===== src/rtl/pipe_stage_reg_if.sv =====
// Handshake and payload bundle for pipe_stage_reg: upstream, downstream and control inputs.
// The bench drives through master; the stage register connects through slave.
interface pipe_stage_reg_if #(
    parameter int unsigned DATA_W = 32,
    parameter int unsigned CTRL_W = 7,
    parameter int unsigned DEPTH  = 1
);
    localparam int unsigned OCC_W = $clog2(DEPTH + 1);

    logic              start_i;
    logic              flush_i;
    logic              bubble_i;
    logic              in_valid_i;
    logic              in_ready_o;
    logic [DATA_W-1:0] data_i;
    logic [CTRL_W-1:0] ctrl_i;
    logic              out_valid_o;
    logic              out_ready_i;
    logic [DATA_W-1:0] data_o;
    logic [CTRL_W-1:0] ctrl_o;
    logic [OCC_W-1:0]  occupancy_o;

    modport master (
        output start_i, flush_i, bubble_i, in_valid_i, data_i, ctrl_i, out_ready_i,
        input  in_ready_o, out_valid_o, data_o, ctrl_o, occupancy_o
    );

    modport slave (
        input  start_i, flush_i, bubble_i, in_valid_i, data_i, ctrl_i, out_ready_i,
        output in_ready_o, out_valid_o, data_o, ctrl_o, occupancy_o
    );
endinterface


===== src/rtl/pipe_stage_reg.sv =====
// DEPTH-deep pipeline register chain with valid tracking, back-pressure,
// bubble insertion and flush; control is zeroed in every invalid stage.
module pipe_stage_reg #(
    parameter int unsigned DATA_W = 32,
    parameter int unsigned CTRL_W = 7,
    parameter int unsigned DEPTH  = 1
) (
    input  logic           clk_i,
    input  logic           rst_i,
    pipe_stage_reg_if.slave bus
);
    localparam int unsigned OCC_W = $clog2(DEPTH + 1);

    logic [DEPTH-1:0]             valid_q, valid_d;
    logic [DEPTH-1:0][DATA_W-1:0] data_q,  data_d;
    logic [DEPTH-1:0][CTRL_W-1:0] ctrl_q,  ctrl_d;
    logic [OCC_W-1:0]             occ_q,   occ_d;
    logic [DEPTH-1:0]             rdy_c;

    // A stage can take new content if it is empty or anything below it can move.
    always_comb begin : ready_chain
        logic acc;
        acc   = bus.out_ready_i;
        rdy_c = '0;
        for (int k = int'(DEPTH) - 1; k >= 0; k--) begin
            acc      = acc | ~valid_q[k];
            rdy_c[k] = acc;
        end
    end

    assign bus.in_ready_o = bus.start_i & ~bus.flush_i & ~bus.bubble_i & rdy_c[0];

    // Next state: flush beats freeze beats advance.
    always_comb begin : next_state
        valid_d = valid_q;
        data_d  = data_q;
        ctrl_d  = ctrl_q;
        if (bus.flush_i) begin
            valid_d = '0;
            ctrl_d  = '0;
        end else if (bus.start_i) begin
            for (int k = 1; k < int'(DEPTH); k++) begin
                if (rdy_c[k]) begin
                    valid_d[k] = valid_q[k-1];
                    data_d[k]  = data_q[k-1];
                    ctrl_d[k]  = valid_q[k-1] ? ctrl_q[k-1] : '0;
                end
            end
            if (rdy_c[0]) begin
                if (bus.bubble_i || !bus.in_valid_i) begin
                    valid_d[0] = 1'b0;
                    ctrl_d[0]  = '0;
                end else begin
                    valid_d[0] = 1'b1;
                    data_d[0]  = bus.data_i;
                    ctrl_d[0]  = bus.ctrl_i;
                end
            end
        end
    end

    always_comb begin : occupancy_next
        occ_d = '0;
        for (int k = 0; k < int'(DEPTH); k++) begin
            occ_d = occ_d + OCC_W'(valid_d[k]);
        end
    end

    always_ff @(posedge clk_i or negedge rst_i) begin
        if (!rst_i) begin
            valid_q <= '0;
            data_q  <= '0;
            ctrl_q  <= '0;
            occ_q   <= '0;
        end else begin
            valid_q <= valid_d;
            data_q  <= data_d;
            ctrl_q  <= ctrl_d;
            occ_q   <= occ_d;
        end
    end

    assign bus.out_valid_o = valid_q[DEPTH-1];
    assign bus.data_o      = data_q[DEPTH-1];
    assign bus.ctrl_o      = ctrl_q[DEPTH-1];
    assign bus.occupancy_o = occ_q;

endmodule


===== src/flat_wrapper.sv =====
// flat-port wrapper written by rule: the top's interface ports become plain ports
module pipe_stage_reg_flat 
#(
    parameter int unsigned DATA_W = 32,
    parameter int unsigned CTRL_W = 7,
    parameter int unsigned DEPTH  = 1
)
  (clk_i, rst_i, bus_start_i, bus_flush_i, bus_bubble_i, bus_in_valid_i, bus_data_i, bus_ctrl_i, bus_out_ready_i, bus_in_ready_o, bus_out_valid_o, bus_data_o, bus_ctrl_o, bus_occupancy_o);
  pipe_stage_reg_if #(.DATA_W(DATA_W), .CTRL_W(CTRL_W), .DEPTH(DEPTH)) bus_i ();
  input  logic clk_i;
  input  logic rst_i;
  input wire logic [$bits(bus_i.start_i)-1:0] bus_start_i;
  input wire logic [$bits(bus_i.flush_i)-1:0] bus_flush_i;
  input wire logic [$bits(bus_i.bubble_i)-1:0] bus_bubble_i;
  input wire logic [$bits(bus_i.in_valid_i)-1:0] bus_in_valid_i;
  input wire logic [$bits(bus_i.data_i)-1:0] bus_data_i;
  input wire logic [$bits(bus_i.ctrl_i)-1:0] bus_ctrl_i;
  input wire logic [$bits(bus_i.out_ready_i)-1:0] bus_out_ready_i;
  output wire logic [$bits(bus_i.in_ready_o)-1:0] bus_in_ready_o;
  output wire logic [$bits(bus_i.out_valid_o)-1:0] bus_out_valid_o;
  output wire logic [$bits(bus_i.data_o)-1:0] bus_data_o;
  output wire logic [$bits(bus_i.ctrl_o)-1:0] bus_ctrl_o;
  output wire logic [$bits(bus_i.occupancy_o)-1:0] bus_occupancy_o;
  assign bus_i.start_i = bus_start_i;
  assign bus_i.flush_i = bus_flush_i;
  assign bus_i.bubble_i = bus_bubble_i;
  assign bus_i.in_valid_i = bus_in_valid_i;
  assign bus_i.data_i = bus_data_i;
  assign bus_i.ctrl_i = bus_ctrl_i;
  assign bus_i.out_ready_i = bus_out_ready_i;
  assign bus_in_ready_o = bus_i.in_ready_o;
  assign bus_out_valid_o = bus_i.out_valid_o;
  assign bus_data_o = bus_i.data_o;
  assign bus_ctrl_o = bus_i.ctrl_o;
  assign bus_occupancy_o = bus_i.occupancy_o;
  pipe_stage_reg #(.DATA_W(DATA_W), .CTRL_W(CTRL_W), .DEPTH(DEPTH)) u_core (.clk_i(clk_i), .rst_i(rst_i), .bus(bus_i));
endmodule

===== config.mk =====
export PLATFORM = sky130hd
export DESIGN_NAME = pipe_stage_reg_flat
export DESIGN_NICKNAME = d
export VERILOG_FILES = /design/src/rtl/pipe_stage_reg_if.sv /design/src/rtl/pipe_stage_reg.sv /design/src/flat_wrapper.sv
export SDC_FILE = /design/constraint.sdc
export NUM_CORES = 1
export LEC_CHECK = 0
export CORE_UTILIZATION = 34
export DETAILED_ROUTE_END_ITERATION = 8
export DONT_BUFFER_PORTS = 1
export PLACE_DENSITY = 0.48
export SYNTH_ARGS = -nofsm -noshare
export SYNTH_HDL_FRONTEND = slang
export SYNTH_SLANG_ARGS = --single-unit

===== constraint.sdc =====
create_clock -name clk_i -period 4.32 [get_ports clk_i]
set_input_delay 0.432 -clock clk_i [delete_from_list [all_inputs] [get_ports clk_i]]
set_output_delay 0.432 -clock clk_i [all_outputs]
set_load 0.02 [all_outputs]

==> results.yml <==
status:
  status: "completed"
clock_network:
  path_clk_slew_ns: 0.07
  cts-root-buf: "clkbuf_8"
  clockBufferDepth: 2
  cts_resized: 0
  cts_buffers: 5
  post_cts_buffers: 0
  cts_tree: "done"
  numClockSinks: 40
  clock_latency_ns: 0.28
  htreeDepth: 2
min_path:
  min_delay_path_depth: 1
  hold_path_class: "in2reg"
worst_setup_path:
  crit_cells: 3
  crit_slowest_cell: "and4_4"
  crit_chain: "nand2b_4 -> and4_4 -> mux2_4"
  crit_type: "reg2reg"
  slowest_delay_ns: 0.69
  cp_max_fo: 40
  crit_arrival_ns: 2.10
  r2r_cells: 3
  worstSetupStartpointType: "flip-flop"
  crit_family: "simple AND/OR/NAND/NOR gates"
  crit_buf_inv: 0
  crit_path_end_kind: "flip-flop"
  required_ns: 4.49
logic_synthesis:
  syn_inst: 91
  synth.net_count: 137
  netlist-cell-type-count: 12
  synth_top_cell_area_share_pct: 59.6
  syn-cell-area_mm2: 0.00168
  ys.warnings.count: 0
  avgSynthCellArea_um2: 18.5
  ys_seq_elements: 40
  synth_area_leaders: "dfrtp_1 60%, mux2_4 29%, a22o_1 3.6%, buf_12 3.6%, buf_6 1.3%"
  yosys.area.top_type: "dfrtp_1"
  yosysSeqAreaShare_pct: 59.6
placed_design:
  gp_congestion: 0.691
  io_buffer_count: 0
  placed_area_mm2: 0.00167
timing:
  max_freq_ghz: 0.517
  hold_slack_ns: 0.287
  clock_skew_ns: 0.00308
  timing.final.crit_share_pct: 44.8
  grt_setup_unrepaired: "false"
  fin_crit_ns: 1.93
  report.final.setup_viol: 0
  finalSetupTns_ns: 0
  hold_violations: 0
  max-slew-margin-rel_pct: 55.0
  worst_slew_pin_slew_ns: 0.674
  slew_violations: 0
grt:
  grt_max_degree: 41
  grt_pass1_vias: 829
  grt.overflow.total: 0
  grt_usage_pct: 10.7
  grt_antenna_before_repair: 0
  grt_pass1_wl_um: 4060
finish:
  final_cell_mix: "40 x dfrtp_1, 32 x mux2_4, 7 x a22o_1"
  layout-drive-gt1-share_pct: 45.3
  area_delta_synth_final_pct: 6.92
  diodes: 0
  final_common_cell: "dfrtp_1"
  final_core_util_pct: 37.8
  nFillCells: 458
  nets: 140
  fin_area_mm2: 0.00180
power_and_ir_drop:
  power_density_mw_per_mm2: 533
  ir_drop_uv: 176
  total_power_mw: 0.957
  leakage_nw: 0.832
floorplan:
  start_util_pct: 35.3
  ios: 88
  die_area_mm2: 0.00523
  core_area_mm2: 0.00475
  rows: 25
  die_h_um: 72.3
  die_width_um: 72.3
routing:
  first_pass_iters: 4
  drt-initial-drc-count: 12
  detail-route-antenna-nets: 0
  dr_total_vias: 771
  drt-vias-per-instance: 4.76
  routed_wl_um: 2770
  avgRoutedWirePerCell_um: 17.1
  drc: 0
flow_run:
  max_cap_viol_count: 0
==> final timing paths <==
path                       slack, ns                           endpoint                                from
max                             2.39  u_core.bus.data_o[12]$_DFFE_PN0P_  u_core.bus.out_valid_o$_DFFE_PN0P_
min                             0.29   u_core.bus.ctrl_o[3]$_DFFE_PN0P_                       bus_ctrl_i[3]
max reg2reg                     2.39  u_core.bus.data_o[12]$_DFFE_PN0P_  u_core.bus.out_valid_o$_DFFE_PN0P_
min reg2reg                     0.65   u_core.bus.ctrl_o[3]$_DFFE_PN0P_    u_core.bus.ctrl_o[3]$_DFFE_PN0P_
max in group asynchronous       3.52  u_core.bus.data_o[19]$_DFFE_PN0P_                               rst_i
min in group asynchronous       0.60   u_core.bus.data_o[1]$_DFFE_PN0P_                               rst_i
==> metal layers <==
layer / part of all wire (%) / up-vias / wire length (um) / track usage, %
met1: 38 / 370 / 1060 / 11.7
met2: 48 / 67 / 1330 / 16.7
li1: - / 325 / - / -
met4: 1.4 / 0 / 38 / 5.23
met3: 12 / 9 / 341 / 6.25
met5: 0 / - / 0 / 0
==> worst reg2reg max path, stage by stage, from the launching register on <==
cell      delay, ns
dfrtp_1        0.58
nand2b_4       0.17
and4_4         0.69
mux2_4         0.38
==> flip-flops by register name (all words and copies together), names as in the netlist <==
register,cells
u_core.bus.data_o,32
u_core.bus.ctrl_o,7
u_core.bus.out_valid_o,1
==> per-stage QoR <==
stage          worst slack (ns)  std cells
6_report                   2.39        162
4_1_cts                    2.37        162
5_1_grt                    2.31        162
2_1_floorplan              2.85         91
3_5_place_dp               2.38        152
3_3_place_gp               2.42        152
==> timing repair <==
item                                   in CTS  in global routing
setup endpoints to repair                   0                  0
endpoints found under the hold margin      40                  0
hold buffers                                2                  0
==> where the power goes <==
part	internal, mW	switching, mW	leakage [nW]	total [mW]
clock network	0.127	0.120	0.0510	0.247
registers	0.444	0.141	0.494	0.585
logic	0.0933	0.0317	0.287	0.125
total	0.665	0.292	0.832	0.957
==> kinds of logic after synthesis <==
logic type | share of synthesized area (%)
AO/OA/AOI/OAI | 4.39
AND/OR/NAND/NOR | 2.08
buffers and inverters | 5.36
flip-flops | 59.6
multiplexers | 28.6
==> synth_stat cells <==
master    number
nor2_1         1
a21o_1         1
buf_12         3
buf_6          2
nand2b_4       1
and4_4         1
a22o_1         7
dfrtp_1       40
a21oi_1        1
buf_4          1
mux2_4        32
and3_1         1
==> cell type report <==
type                    instances  area [um^2]  area share, %
clock buffers                   6         82.6           4.60
well taps                      67         83.8           4.67
repair buffers                  2         30.0           1.67
flip-flops and latches         40         1000           55.7
multi-input cells              45          589           32.8
clock inverters                 2         10.0          0.557
Note: power is estimated with default switching activity, not from simulation.
